`config.mk`:
```
export PLATFORM = sky130hd
export DESIGN_NAME = mmio_bus_ctrl
export DESIGN_NICKNAME = d
export VERILOG_FILES = /design/src/rtl/mmio_bus_ctrl.sv
export SDC_FILE = /design/constraint.sdc
export NUM_CORES = 1
export LEC_CHECK = 0
export CAP_MARGIN = 5
export CORE_UTILIZATION = 60
export CTS_CLUSTER_DIAMETER = 120
export DETAILED_ROUTE_END_ITERATION = 16
export DONT_BUFFER_PORTS = 1
export PLACE_DENSITY = 0.82
export SYNTH_ARGS = -nofsm -noshare
export SYNTH_HDL_FRONTEND = slang
export SYNTH_SLANG_ARGS = --single-unit
```
`constraint.sdc`:
```
create_clock -name Clock -period 3.8 [get_ports Clock]
set_input_delay 0.57 -clock Clock [delete_from_list [all_inputs] [get_ports Clock]]
set_output_delay 0.57 -clock Clock [all_outputs]
set_load 0.01 [all_outputs]
```
`src/rtl/mmio_bus_ctrl.sv`:
```
// mmio_bus_ctrl: word-addressed bus decoder between the core and RAM, LEDs, switches and timer.
// The interval timer on page 0x5 is present only when MMIO_TIMER_EN is defined.
module mmio_bus_ctrl #(
  parameter int RAM_AW         = 12,
  parameter int TIMER_PRESCALE = 50
) (
  input  logic              Clock,
  input  logic              Reset,
  input  logic [15:0]       ADDR,
  input  logic [15:0]       DOUT,
  input  logic              W,
  output logic [15:0]       DIN,
  output logic [RAM_AW-1:0] ram_addr,
  output logic [15:0]       ram_wdata,
  output logic              ram_we,
  input  logic [15:0]       ram_rdata,
  input  logic [9:0]        SW,
  output logic [9:0]        LEDR,
  output logic              timer_irq
);

  localparam logic [3:0] PAGE_RAM = 4'h0;
  localparam logic [3:0] PAGE_LED = 4'h1;
  localparam logic [3:0] PAGE_SW  = 4'h3;

  typedef enum logic [2:0] {
    SEL_UNMAPPED = 3'd0,
    SEL_RAM      = 3'd1,
    SEL_LED      = 3'd2,
    SEL_SW       = 3'd3,
    SEL_TIMER    = 3'd4
  } sel_t;

  logic [3:0]  page_s;
  sel_t        sel_s;
  sel_t        sel_r;
  logic [15:0] per_s;
  logic [15:0] per_r;
  logic [9:0]  led_r;
  logic [9:0]  sw_meta_r;
  logic [9:0]  sw_sync_r;

  assign page_s    = ADDR[15:12];
  assign ram_addr  = ADDR[RAM_AW-1:0];
  assign ram_wdata = DOUT;
  assign ram_we    = W & (page_s == PAGE_RAM);
  assign LEDR      = led_r;
  // RAM data arrives registered from the external block RAM; everything else from per_r.
  assign DIN       = (sel_r == SEL_RAM) ? ram_rdata : per_r;

`ifdef MMIO_TIMER_EN
  localparam logic [3:0] PAGE_TMR = 4'h5;
  localparam int PS_W = (TIMER_PRESCALE > 1) ? $clog2(TIMER_PRESCALE) : 1;
  localparam logic [PS_W-1:0] PS_LAST = PS_W'(TIMER_PRESCALE - 1);

  logic [15:0]     load_r;
  logic [15:0]     count_r;
  logic [2:0]      ctrl_r;
  logic            expired_r;
  logic [PS_W-1:0] ps_r;
  logic [15:0]     timer_rd_s;
  logic            tmr_wr_s;
  logic            load_wr_s;
  logic            ctrl_wr_s;
  logic            status_wr_s;
  logic            tick_s;
  logic            expire_s;

  assign tmr_wr_s    = W & (page_s == PAGE_TMR);
  assign load_wr_s   = tmr_wr_s & (ADDR[1:0] == 2'd0);
  assign ctrl_wr_s   = tmr_wr_s & (ADDR[1:0] == 2'd2);
  assign status_wr_s = tmr_wr_s & (ADDR[1:0] == 2'd3);
  // A CTRL write restarts the prescaler, so no tick is taken on that edge.
  assign tick_s      = ctrl_r[0] & (ps_r == PS_LAST) & ~ctrl_wr_s;
  assign expire_s    = tick_s & ~load_wr_s & (count_r == 16'h0001);
  assign timer_irq   = expired_r & ctrl_r[2];

  // Timer register read mux
  always_comb begin
    timer_rd_s = 16'h0000;
    case (ADDR[1:0])
      2'd0:    timer_rd_s = load_r;
      2'd1:    timer_rd_s = count_r;
      2'd2:    timer_rd_s = {13'h0000, ctrl_r};
      2'd3:    timer_rd_s = {15'h0000, expired_r};
      default: timer_rd_s = 16'h0000;
    endcase
  end

  // Timer state: prescaler, down-counter, control and sticky expired flag
  always_ff @(posedge Clock) begin
    if (Reset) begin
      load_r    <= 16'h0000;
      count_r   <= 16'h0000;
      ctrl_r    <= 3'b000;
      expired_r <= 1'b0;
      ps_r      <= {PS_W{1'b0}};
    end else begin
      if (ctrl_wr_s) begin
        ps_r <= {PS_W{1'b0}};
      end else if (ctrl_r[0]) begin
        ps_r <= (ps_r == PS_LAST) ? {PS_W{1'b0}} : ps_r + PS_W'(1'b1);
      end
      if (load_wr_s) begin
        load_r <= DOUT;
      end
      if (ctrl_wr_s) begin
        ctrl_r <= DOUT[2:0];
      end
      if (load_wr_s) begin
        count_r <= DOUT;
      end else if (tick_s) begin
        if (count_r != 16'h0000) begin
          count_r <= count_r - 16'h0001;
        end else if (ctrl_r[1]) begin
          count_r <= load_r;
        end
      end
      // Set beats a simultaneous write-1-to-clear.
      if (expire_s) begin
        expired_r <= 1'b1;
      end else if (status_wr_s && DOUT[0]) begin
        expired_r <= 1'b0;
      end
    end
  end
`else
  assign timer_irq = 1'b0;
`endif

  // Page decode and peripheral read data, using pre-write register values
  always_comb begin
    sel_s = SEL_UNMAPPED;
    per_s = 16'h0000;
    case (page_s)
      PAGE_RAM: begin
        sel_s = SEL_RAM;
        per_s = 16'h0000;
      end
      PAGE_LED: begin
        sel_s = SEL_LED;
        per_s = {6'h00, led_r};
      end
      PAGE_SW: begin
        sel_s = SEL_SW;
        per_s = {6'h00, sw_sync_r};
      end
`ifdef MMIO_TIMER_EN
      PAGE_TMR: begin
        sel_s = SEL_TIMER;
        per_s = timer_rd_s;
      end
`endif
      default: begin
        sel_s = SEL_UNMAPPED;
        per_s = 16'h0000;
      end
    endcase
  end

  // Read-path registers giving one cycle of latency on every page
  always_ff @(posedge Clock) begin
    if (Reset) begin
      sel_r <= SEL_UNMAPPED;
      per_r <= 16'h0000;
    end else begin
      sel_r <= sel_s;
      per_r <= per_s;
    end
  end

  // LED register
  always_ff @(posedge Clock) begin
    if (Reset) begin
      led_r <= 10'h000;
    end else if (W && (page_s == PAGE_LED)) begin
      led_r <= DOUT[9:0];
    end
  end

  // Two-flop synchroniser for the asynchronous switches
  always_ff @(posedge Clock) begin
    if (Reset) begin
      sw_meta_r <= 10'h000;
      sw_sync_r <= 10'h000;
    end else begin
      sw_meta_r <= SW;
      sw_sync_r <= sw_meta_r;
    end
  end

endmodule

```
## Word level (Yosys, flattened, before mapping)

Cells that the tools add are included.
Widths: inputs -> output; s select.

- Multiply operators: 0
- Shifts and indexed selects: 0
- Divide/modulo/power cells: 0
- Add/subtract/negate cells: 0
- Magnitude comparators: 0
- Equality and inequality tests: 3
- Bitwise gates (word level): 1
- Reductions and logical operators: 2
- Muxes and demuxes: 3

Operators by type and width:

| cell | number |
|---|---|
| $pmux 10 s2 | 1 |
| $mux 16 | 1 |
| $pmux 2 s3 | 1 |
| $eq 4x1->1 const B | 1 |
| $eq 4x2->1 const B | 1 |
| $logic_not 4->1 | 1 |
| $eq 3x1->1 const B | 1 |
| $and 1x1->1 | 1 |
| $logic_and 1x1->1 | 1 |

- Latch bits: 0
- ROM bits: 0
- RAM bits: 0
- Register bits after elaboration: 49
- Logic and storage cells: 14
- Input bits: 61
- Memories: 0

## Logic depth before layout (Yosys ltp)

- Word-level depth: 2
- Depth in mapped cells: 4

## Least setup slack after synthesis

OpenSTA, ideal clock, no wires.

- Path kind: flip-flop to output port
- Start point: reg sel_r[0]
- End point: out DIN[6]
- Buffers on the path: 2
- Data arrival time: 1,112 ps
- Slack: 2,118 ps
- Required time: 3,230 ps
- Stages on the path, launching flop included: 5
- Cells stage by stage: dfxtp_1 > nor2b_1 > buf_2 > buf_2 > mux2_1

- Cells in the longest elaborated chain, start to end: 2

Ends and longest elaborated chain:

| what | RTL line | text |
|---|---|---|
| start: declaration | 36 | `sel_t sel_r;` |
| start signal: assignment | 167 | `sel_r <= sel_s;` |
| $eq 3x1->1 | 49 | `assign DIN = (sel_r == SEL_RAM) ? ram_rdata : per_r;` |
| $mux 16 | 49 |  |
| end: declaration | 12 | `output logic [15:0] DIN,` |

No other way between the ends.

## Worst setup path in the final report

- Start point: reg sel_r[0]
- End point: out DIN[1]

The elaborated chain is that of the path after synthesis.

==> impl_results.md <==
* Status: finished, violations left
* Failing checks: design-rule violations
* Clock Path Buffers at 2
* WL/cell at roughly 17 um
* Count leader, synth: dfxtp_1
* Synth Warn # at 0
* Max Cap Violations at 0
* Final min period at 2.52 ns
* Clock Root Buffer: clkbuf_4
* Total grt overflow at 0
* Routability cong. at around 0.67
* RSZ-0062 raised after global routing: no
* Syn_nets at about 230
* Largest net degree at the start of global routing at 43
* Total iterations of the first detailed-routing run at 10
* Arrival time worst endpoint at between 1.5 and 2 ns
* Layout Skew at approximately 0.011 ns
* Number of synthesized flops with an enable pin at 0
* Final antenna-violating net count at 0
* Initial antenna violation count at 0
* Worst min path class: in -> reg
* Cells after synthesis at between 150 and 200
* CTS tree: done
* Class of the most critical setup path: reg -> out
* Die Height at approximately 57 um
* Drt total wl at between 2000 and 3000 um
* Clk_lat worst skew at approximately 0.33 ns
* CTS Hold Bufs at 0
* First-pass GRT wire length at just over 4000 um
* Slew Limit Fails at 0
* Setup crit start kind: register
* Die span in x at about 57 um
* TritonCTS Buffers at 5
* Max layer used: met4
* Filler cell count at 256
* # H-tree levels at 2
* DIE AREA at approximately 3200 um^2
* Resized cells post-CTS at 0
* All-Layer GR Usage at 0.175
* Postcts setup bufs at 0
* Post-synth top area share at 0.468
* # IOs at between 100 and 150
* Cell Area, Synth at roughly 1800 um^2
* VDD IR max at 0.213 mV
* Via/cell ratio at 5.49
* 1st-iter DRT viols at 46
* Area growth syn-to-layout at -9.06%
* Synth cell types at 18
* F_max at between 300 and 400 MHz
* Fin nets at between 150 and 200
* DRT met1 WL at 1010 um
* Diode count at 0
* Share of layout cells above drive strength 1 at 0.0803
* Crit share post-route at 0.663
* Crit Path Max Fanout at 16
* I/O Buffers at 0
* Initial core utilization at 0.640
* Asr flop ratio synth at 0
* Post-Route Setup TNS at 0 ns
* Post-synth top cells: dfxtp_1 (42), buf_4 (31), nor2b_1 (21), nand2b_1 (20)
* Setup violators final at 0
* Rows at 19
* Via count at 922
* Worst Setup End Kind: output pin
* Syn_area_per_cell at about 11 um^2
* Drc violations at 20
* Yosys reg bits at 42
* Vias in the first global route at 845
* Pwr/cell area at 431 nW/um^2
* Metal3 WL at about 300 um
* Cell taking the most area after synthesis: dfxtp_1
* Sequential fraction of the synthesis area at 0.468
* Core ar. at 2810 um^2
* Met2 WL at around 1500 um
* Req. time, crit path at about 3.2 ns
* Worst-Margin Slew at about 1.0 ns
* Clk slew on worst S/H paths at 0.12 ns
* Pwr Total at 704 uW
* Primary FF master, synth: dfxtp_1
* Synth top area cells: dfxtp_1 (47%), buf_4 (13%), nor2b_1 (7.3%), nand2b_1 (7.0%), mux2_1 (6.3%)
* Clk sink count at 42
* Endpoints failing hold at 0
* Final HPWL from detailed placement at 2110 um
* Static leakage at between 0.0006 and 0.0007 uW
* Max_slew headroom at 0.300
==> flip-flops by register name, indices dropped and copies added, names as in the netlist <==
name	flops
LEDR	10
per_r	10
sel_r	2
sw_meta_r	10
sw_sync_r	10
==> critical path, stage by stage, from the launching register on <==
cell,delay [ns]
dfxtp_1,0.34
nor2b_1,0.83
mux2_1,0.45
==> through the flow <==
step,cell area [um^2],util,setup WS (ns),hold WS [ns],std cells
2_1_floorplan,1800,-,2.12,0.414,166
3_3_place_gp,1570,0.561,1.75,0.423,160
3_5_place_dp,1570,0.561,1.64,0.421,160
4_1_cts,1630,0.582,1.26,0.276,168
5_1_grt,1630,0.582,1.13,0.269,168
6_report,1630,0.582,1.28,0.290,168
==> cell type report <==
cell class / count / area (um^2) / area share
clock buffers: 7 / 55.1 / 0.0337
clock inverters: 1 / 5.00 / 0.00307
multi-input cells: 86 / 686 / 0.420
flip-flops and latches: 42 / 841 / 0.515
well taps: 31 / 38.8 / 0.0238
repair buffers: 1 / 7.51 / 0.00460
==> where the power goes <==
part | internal (uW) | switching (uW)
sequential | 452 | 4.29
clock | 89.8 | 128
combinational | 17.5 | 12.2
total | 560 | 145
==> cells by family after synthesis <==
logic type,share of synthesized area
AND/OR/NAND/NOR,0.208
flip-flops,0.468
buffers and inverters,0.150
multiplexers,0.118
AO/OA/AOI/OAI,0.0488
XOR/XNOR,0.00488
other,0.00209
==> metal layers <==
layer / global-route usage / up-vias
li1: - / 448
met1: 0.168 / 406
met2: 0.310 / 58
met3: 0.0853 / 10
met4: 0.0857 / 0
met5: 0 / -
==> worst paths after layout <==
kind              slack, ns  cells after the start      endpoint          from
hold / removal         0.29                      1  sw_sync_r[0]         Reset
setup / recovery       1.28                      2        DIN[1]      sel_r[0]
setup reg to reg       3.08                      2       LEDR[5]       LEDR[5]
hold reg to reg        0.44                      1  sw_sync_r[0]  sw_meta_r[0]
==> layout by cell type, fill, tap and decap left out, drive strengths merged <==
cell type   n
dfxtp      42
nor2b      21
nand2b     21
mux2       10
a22o       10
mux2i      10
and2        7
clkbuf      7
nor4        2
nor4b       2
and2b       1
xor2        1
conb        1
clkinv      1
buf         1
(Power assumes the default switching activity.)
